`src/rtl/vga_sync_generator.sv`:
```
`default_nettype none
// ============================================================================
// Module      : vga_sync_generator
// Description : VGA raster timing (counters, syncs, video-active, line/frame
//               start pulses) advanced by a single-cycle pixel strobe.
// Revision    : 1.0 - initial release
// ============================================================================
module vga_sync_generator #(
  parameter int   H_ACTIVE = 640,
  parameter int   H_FP     = 16,
  parameter int   H_SYNC   = 96,
  parameter int   H_BP     = 48,
  parameter int   V_ACTIVE = 480,
  parameter int   V_FP     = 10,
  parameter int   V_SYNC   = 2,
  parameter int   V_BP     = 33,
  parameter logic SYNC_POL = 1'b0,
  parameter int   COORD_W  = 10
) (
  input  logic               systemClk,
  input  logic               rst,
  input  logic               pixelClk,
  output logic [COORD_W-1:0] hpos,
  output logic [COORD_W-1:0] vpos,
  output logic               hsync,
  output logic               vsync,
  output logic               videoActive,
  output logic               lineStart,
  output logic               frameStart
);

  localparam int H_TOTAL = H_ACTIVE + H_FP + H_SYNC + H_BP;
  localparam int V_TOTAL = V_ACTIVE + V_FP + V_SYNC + V_BP;

  localparam logic [COORD_W-1:0] C_ONE     = COORD_W'(1);
  localparam logic [COORD_W-1:0] C_H_FRONT = COORD_W'(H_ACTIVE);
  localparam logic [COORD_W-1:0] C_H_SYNC  = COORD_W'(H_ACTIVE + H_FP);
  localparam logic [COORD_W-1:0] C_H_BACK  = COORD_W'(H_ACTIVE + H_FP + H_SYNC);
  localparam logic [COORD_W-1:0] C_H_LAST  = COORD_W'(H_TOTAL - 1);
  localparam logic [COORD_W-1:0] C_V_FRONT = COORD_W'(V_ACTIVE);
  localparam logic [COORD_W-1:0] C_V_SYNC  = COORD_W'(V_ACTIVE + V_FP);
  localparam logic [COORD_W-1:0] C_V_BACK  = COORD_W'(V_ACTIVE + V_FP + V_SYNC);
  localparam logic [COORD_W-1:0] C_V_LAST  = COORD_W'(V_TOTAL - 1);

  typedef enum logic [1:0] {
    ST_VIS   = 2'd0,
    ST_FRONT = 2'd1,
    ST_SYNC  = 2'd2,
    ST_BACK  = 2'd3
  } region_e;

  region_e            hstate_q, hstate_d;
  region_e            vstate_q, vstate_d;
  logic [COORD_W-1:0] hpos_q, hpos_d;
  logic [COORD_W-1:0] vpos_q, vpos_d;
  logic               hsync_q, hsync_d;
  logic               vsync_q, vsync_d;
  logic               video_q, video_d;
  logic               line_start_q, line_start_d;
  logic               frame_start_q, frame_start_d;
  logic               h_wrap;
  logic               v_wrap;

  always_comb begin
    hpos_d        = hpos_q;
    vpos_d        = vpos_q;
    hstate_d      = hstate_q;
    vstate_d      = vstate_q;
    line_start_d  = 1'b0;
    frame_start_d = 1'b0;
    h_wrap        = (hpos_q == C_H_LAST);
    v_wrap        = (vpos_q == C_V_LAST);

    if (pixelClk) begin
      hpos_d = h_wrap ? '0 : hpos_q + C_ONE;
      case (hstate_q)
        ST_VIS:   if (hpos_d == C_H_FRONT) hstate_d = ST_FRONT;
        ST_FRONT: if (hpos_d == C_H_SYNC)  hstate_d = ST_SYNC;
        ST_SYNC:  if (hpos_d == C_H_BACK)  hstate_d = ST_BACK;
        default:  if (h_wrap)              hstate_d = ST_VIS;
      endcase

      // The vertical side moves only on the line wrap, keeping vsync line-aligned.
      if (h_wrap) begin
        vpos_d = v_wrap ? '0 : vpos_q + C_ONE;
        case (vstate_q)
          ST_VIS:   if (vpos_d == C_V_FRONT) vstate_d = ST_FRONT;
          ST_FRONT: if (vpos_d == C_V_SYNC)  vstate_d = ST_SYNC;
          ST_SYNC:  if (vpos_d == C_V_BACK)  vstate_d = ST_BACK;
          default:  if (v_wrap)              vstate_d = ST_VIS;
        endcase
      end

      line_start_d  = h_wrap;
      frame_start_d = h_wrap && v_wrap;
    end

    hsync_d = (hstate_d == ST_SYNC) ? SYNC_POL : ~SYNC_POL;
    vsync_d = (vstate_d == ST_SYNC) ? SYNC_POL : ~SYNC_POL;
    video_d = (hstate_d == ST_VIS) && (vstate_d == ST_VIS);
  end

  always_ff @(posedge systemClk) begin
    if (rst) begin
      hpos_q        <= '0;
      vpos_q        <= '0;
      hstate_q      <= ST_VIS;
      vstate_q      <= ST_VIS;
      hsync_q       <= ~SYNC_POL;
      vsync_q       <= ~SYNC_POL;
      video_q       <= 1'b1;
      line_start_q  <= 1'b0;
      frame_start_q <= 1'b0;
    end else begin
      hpos_q        <= hpos_d;
      vpos_q        <= vpos_d;
      hstate_q      <= hstate_d;
      vstate_q      <= vstate_d;
      hsync_q       <= hsync_d;
      vsync_q       <= vsync_d;
      video_q       <= video_d;
      line_start_q  <= line_start_d;
      frame_start_q <= frame_start_d;
    end
  end

  assign hpos        = hpos_q;
  assign vpos        = vpos_q;
  assign hsync       = hsync_q;
  assign vsync       = vsync_q;
  assign videoActive = video_q;
  assign lineStart   = line_start_q;
  assign frameStart  = frame_start_q;

endmodule
`default_nettype wire
```
`config.mk`:
```
export PLATFORM = sky130hd
export DESIGN_NAME = vga_sync_generator
export DESIGN_NICKNAME = d
export VERILOG_FILES = /design/src/rtl/vga_sync_generator.sv
export SDC_FILE = /design/constraint.sdc
export NUM_CORES = 1
export LEC_CHECK = 0
export ABC_CLOCK_PERIOD_IN_PS = 5800
export BUFFER_PORTS_ARGS = -buffer_cell sky130_fd_sc_hd__buf_2
export CORE_AREA = 2 2 70 52
export DETAILED_ROUTE_END_ITERATION = 6
export DIE_AREA = 0 0 72 54
export PLACE_DENSITY_LB_ADDON = 0.05
export SETUP_SLACK_MARGIN = 0.3
export SLEW_MARGIN = 40
export SYNTH_ARGS = -nofsm -noshare
export SYNTH_HDL_FRONTEND = slang
export SYNTH_SLANG_ARGS = --single-unit
```
`constraint.sdc`:
```
create_clock -name systemClk -period 5.8 [get_ports systemClk]
set_clock_uncertainty 0.15 [all_clocks]
set_input_delay 1.16 -clock systemClk [delete_from_list [all_inputs] [get_ports systemClk]]
set_output_delay 1.16 -clock systemClk [all_outputs]
set_load 0.05 [all_outputs]
```
# Word-level counts from Yosys, hierarchy flattened

Cells that the tools add are included.

$add $sub $neg: 2
Eq/ne operators: 14
Multiplexer cells: 17
Bitwise operators: 1
Reduce and logical (&&, ||, !) cells: 8

Operators with widths:

| operator                                                                | number |
|---|---|
| 10-bit equality test (second input constant)                            | 5 |
| 10-bit by 9-bit equality test with 1-bit output (second input constant) | 3 |
| 2-bit two-way mux                                                       | 11 |
| 10-bit by 1-bit adder with 10-bit output (second input constant)        | 2 |
| 10-bit two-way mux                                                      | 2 |
| 2-bit one-hot mux with 3 select lines                                   | 2 |
| 2-bit equality test (second input constant)                             | 4 |
| 2-bit logical NOT                                                       | 4 |
| 2-bit by 1-bit equality test with 1-bit output (second input constant)  | 2 |
| 1-bit logical AND                                                       | 2 |
| 1-bit two-way mux                                                       | 2 |
| 2-bit AND reduction                                                     | 1 |
| 2-bit OR reduction                                                      | 1 |
| 1-bit inverter                                                          | 1 |

Flip-flop bits (word level): 29
Input bits: 3
Logic and storage cells: 51

# Longest topological paths before layout

Gate-level depths: netlist of run 1.

Word-level depth: 9
Depth in mapped cells: 9

# Least setup slack after synthesis of run 1

OpenSTA, ideal clock, no wires.

Path type: input-to-reg
Start point: in pixelClk
End point: reg video_q, in the netlist videoActive
Setup time: 0.116 ns
Arrival: 2.468 ns
Data required time: 5.534 ns
Setup slack: 3.065 ns
Cell stages on the path: 8
Cell sequence: buf_4 > inv_2 > nor3_4 > nand2_4 > nor3_4 > nand4_1 > and2_1 > a41o_1

Cells in the longest elaborated chain, start to end: 3
Elaborated cells on any way between the ends: 5
Those cells by class: 2 x mux; 3 x reduce/logical

Ends and longest elaborated chain:

| element               | line | source |
|---|---|---|
| from (decl)           | 22   | `input logic pixelClk,` |
| 2-bit two-way mux     | 74   | `if (pixelClk) begin` |
| 2-bit logical NOT     | 100  | `video_d = (hstate_d == ST_VIS) && (vstate_d == ST_VIS);` |
| 1-bit logical AND (*) | 100  |  |
| to (signal assigned)  | 121  | `video_q <= video_d;` |
| to (decl)             | 58   | `logic video_q, video_d;` |

Mark *: on every way between the ends. The rest lies on a longest branch, timed or not.
A chain may end at the register's enable or synchronous reset.

# Final worst setup path of run 1

Ends and elaborated chain as after synthesis.

==> qor.yml, run 1 <==
outcome:
  status: "complete, no violations"
clock_tree:
  cts_setup_buffers: 0
  postCtsHoldBufs: 0
  numClockSinks: 29
  cts-buffers-inserted: 5
  htreeDepth: 2
  postCtsResizedCells: 0
  cts_tree: "yes"
  clockBufferDepth: 2
  clk_latency_ps: 270
  cts_root_buf: "clkbuf_8"
  path_clk_slew_ps: 60
power:
  power.leakage_nw: 0.791
  peakVddDrop_v: 0.000114
  power.density_mw_per_mm2: 192
timing:
  fin_ws_ps: 3030
  fmax_ghz: 0.360
  slew_headroom_pct: 67.0
  tightest_slew_ps: 496
  drv_slew: 0
  finalCriticalPeriod_ps: 2770
  fin_crit_sh_pct: 47.8
  rsz0062_at_grt: "false"
  setup_tns_ps: 0
  finalHoldViolations: 0
  setup_viol: 0
route:
  via_count: 1597
  drt_iter0_drc: 129
  ant_nets: 0
  drc: 0
  wl_mm: 3.87
  first_pass_iters: 4
  vias_per_cell: 5.70
  drt-wirelength-per-cell_um: 13.8
critical_path:
  worst_ep_arrival_time_ps: 2780
  worst_setup_path_start_kind: "input port"
  crit_type: "input port to flip-flop"
  critPathMaxFanout: 17
  end_kind: "flip-flop"
  critical_path_required_ps: 5810
die:
  core.rowCount: 18
  start_util_pct: 51.8
  fp.dieH_um: 54
  core-area_mm2: 0.00331
  dieArea_mm2: 0.00389
  die_x_um: 72
  ioPinCount: 28
layout:
  drive_gt1_share_pct: 18.8
  num_antenna_cells: 0
  fillCellCount: 298
  fin_util_pct: 58.3
  multi_input_area_mm2: 0.00105
  nets: 246
  mostFrequentLayoutCells: "29 x nor2_1, 29 x dfxtp_1, 27 x buf_2"
  regArea_um2: 581
  areaGrowthSynthToFinish_pct: 12.6
global_route:
  track_usage_pct: 21.4
  grt_max_degree: 28
  grt_overflow: 0
  grt_pass1_wl_mm: 6.40
  antenna_found_initial: 0
  grt_pass1_vias: 1408
logic_synthesis:
  syn_area_per_cell_um2: 8.01
  synth_edf_count: 0
  synth_async_sr_flop_share_pct: 0
  syn_nets: 221
  yosys_warnings: 0
  synth_cell_types: 44
  synth_seq_area_share_pct: 33.9
  syn_inst: 214
  ys_seq_elements: 29
  syn_area_mm2: 0.00171
  synth_flop_cell: "dfxtp_1"
hold_path:
  hold_path_class: "flip-flop to flip-flop"
place:
  place_ws_ps: 2750
  io_buffers: 27
  place.detailed.hpwl_mm: 2.81
  gp_congestion: 0.932
job:
  drv_cap: 0
[registers in the layout, indices dropped and copies added (netlist names)]
register,cells
vstate_q,2
hpos,10
videoActive,1
lineStart,1
hsync,1
vsync,1
hstate_q,2
frameStart,1
vpos,10
[worst max-delay path, cell delays in order]
cell	delay, ps
buf_2	190
inv_2	100
nor3_4	320
nand2_4	200
nor3_4	260
nand4_1	140
and2_1	180
a41o_1	240
[layer usage]
layer | vias up | GRT usage [%] | part of all wire [%]
met1 | 740 | 31.0 | 50
met2 | 50 | 29.8 | 42
met5 | - | 0 | 0
met3 | 2 | 7.12 | 7.7
met4 | 0 | 6.92 | 0.34
li1 | 805 | - | -
[area by class of cell]
cell class,instances,area share [%]
Timing Repair Buffer,27,7.00
Clock buffer,8,4.15
Multi-Input combinational cell,167,54.4
Sequential cell,29,30.1
Tap cell,40,2.59
Inverter,9,1.75
[final timing paths]
| check | from | to | slack [ps] | depth (start not counted) |
|---|---|---|---|---|
| worst max-delay path | pixelClk | videoActive$_SDFF_PP1_ | 3030 | 8 |
| worst min-delay path | vpos[9]$_SDFFE_PP0P_ | vpos[9]$_SDFFE_PP0P_ | 400 | 2 |
| worst max register to register | hpos[0]$_SDFFE_PP0P_ | videoActive$_SDFF_PP1_ | 3260 | 8 |
| worst min register to register | vpos[9]$_SDFFE_PP0P_ | vpos[9]$_SDFFE_PP0P_ | 400 | 2 |
[cell usage after synthesis (all sizes together) (2+ instances only)]
cell type	n	area [um^2]
or3	5	31.3
nand3	12	70.1
mux2i	3	30.0
nand2b	4	25.0
o31ai	3	22.5
nor2	29	109
and2	2	12.5
a21oi	17	88.8
buf	7	41.3
nor3	13	97.6
ha	4	50.1
nand2	20	82.6
a22oi	2	15.0
nand4	4	25.0
o21ai	8	40.0
a31oi	6	37.5
xor2	5	43.8
a41oi	2	25.0
and3	6	37.5
dfxtp	29	581
and4	3	26.3
inv	9	33.8
clkbuf	2	7.51
nand3b	2	27.5
xnor2	9	86.3
[cells by family after synthesis]
family,share of synthesized area (%)
AND/OR/NAND/NOR,33.1
AO/OA/AOI/OAI,15.9
flip-flops,33.9
buffers and inverters,4.82
XOR/XNOR,7.59
adder cells (fa/ha/maj),2.92
multiplexers,1.75
[per-stage QoR]
stage	cells	area, um^2	power, mW	hold slack, ps
6_report	280	1930	0.370	405
5_1_grt	280	1930	0.387	441
4_1_cts	280	1930	0.375	403
3_5_place_dp	272	1850	0.220	394
3_3_place_gp	272	1850	0.220	377
2_1_floorplan	214	1710	0.217	348
[report_power, final]
part	switching [mW]	total (mW)	leakage, nW	internal [mW]
clock network	0.0694	0.154	0.0395	0.0850
logic	0.0103	0.0134	0.517	0.00308
registers	0.00208	0.202	0.234	0.200
No activity file was read; power rests on OpenSTA's default activity.
==> run 2: changes to the inputs <==
--- a/config.mk
+++ b/config.mk
@@ -5,7 +5,7 @@
 export SDC_FILE = /design/constraint.sdc
 export NUM_CORES = 1
 export LEC_CHECK = 0
-export ABC_CLOCK_PERIOD_IN_PS = 5800
+export ABC_CLOCK_PERIOD_IN_PS = 2700
 export BUFFER_PORTS_ARGS = -buffer_cell sky130_fd_sc_hd__buf_2
 export CORE_AREA = 2 2 70 52
 export DETAILED_ROUTE_END_ITERATION = 6
==> constraint.sdc (replaced) <==
create_clock -name systemClk -period 2.7 [get_ports systemClk]
set_clock_uncertainty 0.15 [all_clocks]
set_input_delay 0.54 -clock systemClk [delete_from_list [all_inputs] [get_ports systemClk]]
set_output_delay 0.54 -clock systemClk [all_outputs]
set_load 0.05 [all_outputs]
==> run 2 against run 1 <==
- critical path depth is the same
- hold slack lost 16 ps
- combinational power grew 130%
- worst setup slack lost 2600 ps
- sequential share of layout area shrank 1.3 points
- global-route usage shrank 0.36 points
- clock-buffer cell count shrank 1
- final cell count grew 3.2%
- largest cell class unchanged
- largest power group unchanged
==> qor.yml, run 2 (synthesis gave the netlist of run 1 again) <==
clock_tree:
  clockBufferDepth: 2  # unchanged
  htreeDepth: 2  # unchanged
  numClockSinks: 29  # unchanged
  postCtsHoldBufs: 0  # unchanged
  clk_latency_ps: 270  # about the same
  cts_root_buf: "clkbuf_8"
  cts_tree: "yes"
  cts-buffers-inserted: 5  # unchanged
  path_clk_slew_ps: 60  # about the same
critical_path:
  worst_ep_arrival_time_ps: 2300  # -480 ps
  cp-endpoint: "videoActive$_SDFF_PP1_"
  end_kind: "flip-flop"
  crit_type: "flip-flop to flip-flop"
  r2r-end: "videoActive$_SDFF_PP1_"
  r2r_start: "hpos[0]$_SDFFE_PP0P_"
  path_cells: "ha_2 -> nand3_2 -> nor3_4 -> nand2_4 -> nor3_4 -> nand4_1 -> and2_1 -> a41o_1"
  worst_setup_path_start_kind: "flip-flop"
  critPathMaxFanout: 8  # -9
  worstRegToRegCells: 8  # unchanged
  worstSetupPathDepth: 8  # unchanged
  r2r_setup_slack_ps: 420  # -2840 ps
  worst-path-buf-inv: 0  # -2
  cpMostUsedCell: "nor3_4"
  startpoint: "hpos[0]$_SDFFE_PP0P_"
  critPathSlowestCell: "dfxtp_2"
  critical_path_required_ps: 2720  # -3090 ps
  critPathTopFamily: "simple AND/OR/NAND/NOR gates"
  crit_path_max_incr_delay_ps: 390  # +70 ps
global_route:
  met2_usage_pct: 28.5  # -1.2 points
  track_usage_pct: 21.1  # -0.36 points
  grt_max_degree: 28  # unchanged
  grt_pass1_vias: 1356  # -3.7%
  met3_usage_pct: 5.99  # -1.1 points
  antenna_found_initial: 0  # unchanged
  grt_use_met1_pct: 31.7  # +0.72 points
  grt_overflow: 0  # unchanged
  grt_pass1_wl_mm: 6.29  # -1.8%
  top_usage_layer: "met1"
hold_path:
  hold_path_class: "flip-flop to flip-flop"
  hold_start: "vpos[9]$_SDFFE_PP0P_"
power:
  switching_share_pct: 21.5  # -0.58 points
  power.leakage_nw: 0.846  # +7.0%
  combPwrFrac_pct: 3.7  # about the same
  clock_power_share_pct: 42.9  # +1.2 points
  peakVddDrop_v: 0.000371  # +220%
  internal_power_mw: 0.640  # +120%
  p_sw_mw: 0.176  # +110%
  finalPower_mw: 0.816  # +120%
  power.density_mw_per_mm2: 403  # +110%
  pwr-share-seq_pct: 53.4  # -1.3 points
place:
  placed_area_mm2: 0.00188  # +1.4%
  io_buffers: 27  # unchanged
  gp_congestion: 0.854  # -8.4%
  place.detailed.hpwl_mm: 2.77  # -1.6%
timing:
  finalCriticalPeriod_ps: 2280
  fmax_ghz: 0.438
  tightest_slew_ps: 474  # -21.9 ps
  drv_slew: 0  # unchanged
  setup_tns_ps: 0  # unchanged
  rsz0062_at_grt: "false"
  fin_crit_sh_pct: 84.6
  finalHoldViolations: 0  # unchanged
  setup_viol: 0  # unchanged
  slew_headroom_pct: 68.4  # +1.5 points
route:
  via_count: 1623  # +1.6%
  wl_mm: 3.84  # -0.90%
  drt_iter0_drc: 129  # unchanged
  ant_nets: 0  # unchanged
  drt-wirelength-per-cell_um: 13.3  # -4.0%
  drc: 0  # unchanged
  first_pass_iters: 4  # unchanged
  vias_per_cell: 5.62  # -1.5%
die:
  die_x_um: 72  # unchanged
  dieArea_mm2: 0.00389  # unchanged
  core-area_mm2: 0.00331  # unchanged
  core.rowCount: 18  # unchanged
  ioPinCount: 28  # unchanged
  start_util_pct: 51.8  # unchanged
  fp.dieH_um: 54  # unchanged
outcome:
  status: "complete, no violations"
layout:
  fin_area_mm2: 0.00202  # +4.8%
  areaGrowthSynthToFinish_pct: 18.0
  num_antenna_cells: 0  # unchanged
  drive_gt1_share_pct: 24.1  # +5.3 points
  mostFrequentLayoutCells: "29 x nor2_1, 27 x dfxtp_1, 27 x buf_2"
  nets: 256  # +4.1%
  layout.cells.most_common: "nor2_1"
  fillCellCount: 303  # +1.7%
job:
  drv_cap: 0  # unchanged
[run 2: through the flow]
step	util [%]	setup WS, ps	hold WS [ps]	std cells
CTS	59.3	309	385	282
global placement	56.7	394	385	275
detailed placement	56.7	322	375	275
finish	61.1	416	388	289
global route	61.1	280	413	289
floorplan	-	364	348	214
[run 2: cell type report]
type	instances	area, um^2	area share, %
flip-flops and latches	29	583	28.8
multi-input cells	167	1060	52.4
well taps	40	50.0	2.47
inverters	9	33.8	1.67
clock buffers	7	86.3	4.27
repair buffers	37	210	10.4
[run 2: metal layers]
metal	share of wire (%)	wire length, um	vias up
met5	0	0	-
met4	0.65	25	0
met3	7.7	294	5
met2	40	1530	65
met1	52	1990	726
li1	-	-	827
[run 2: repair_timing]
item                       CTS  global route
resized for setup            0             2
setup endpoints to repair    0             5
buffers inserted             0             7
[run 2: power groups by stage]
stage	Sequential [mW]	Clock (mW)	Combinational (mW)
final	0.436	0.350	0.0306
after global routing	0.436	0.377	0.0335
after CTS	0.435	0.355	0.0305
after detailed placement	0.445	0	0.0304
after global placement	0.444	0	0.0298
after floorplan	0.452	0	0.0158
[run 2: worst min-delay path by stage]
stage / end / slack, ps / depth (start not counted)
global placement: hpos[1]$_SDFFE_PP0P_ / 390 / 2
global route: vpos[9]$_SDFFE_PP0P_ / 410 / 2
finish: vpos[9]$_SDFFE_PP0P_ / 390 / 2
detailed placement: vpos[9]$_SDFFE_PP0P_ / 370 / 2
floorplan: vstate_q[1]$_SDFF_PP0_ / 350 / 2
CTS: vpos[9]$_SDFFE_PP0P_ / 380 / 2
[run 2: worst reg2reg max path, stage by stage, from the launching register on]
cell	delay [ps]
dfxtp_2	390
ha_2	250
nand3_2	160
nor3_4	340
nand2_4	120
nor3_4	250
nand4_1	130
and2_1	170
a41o_1	220
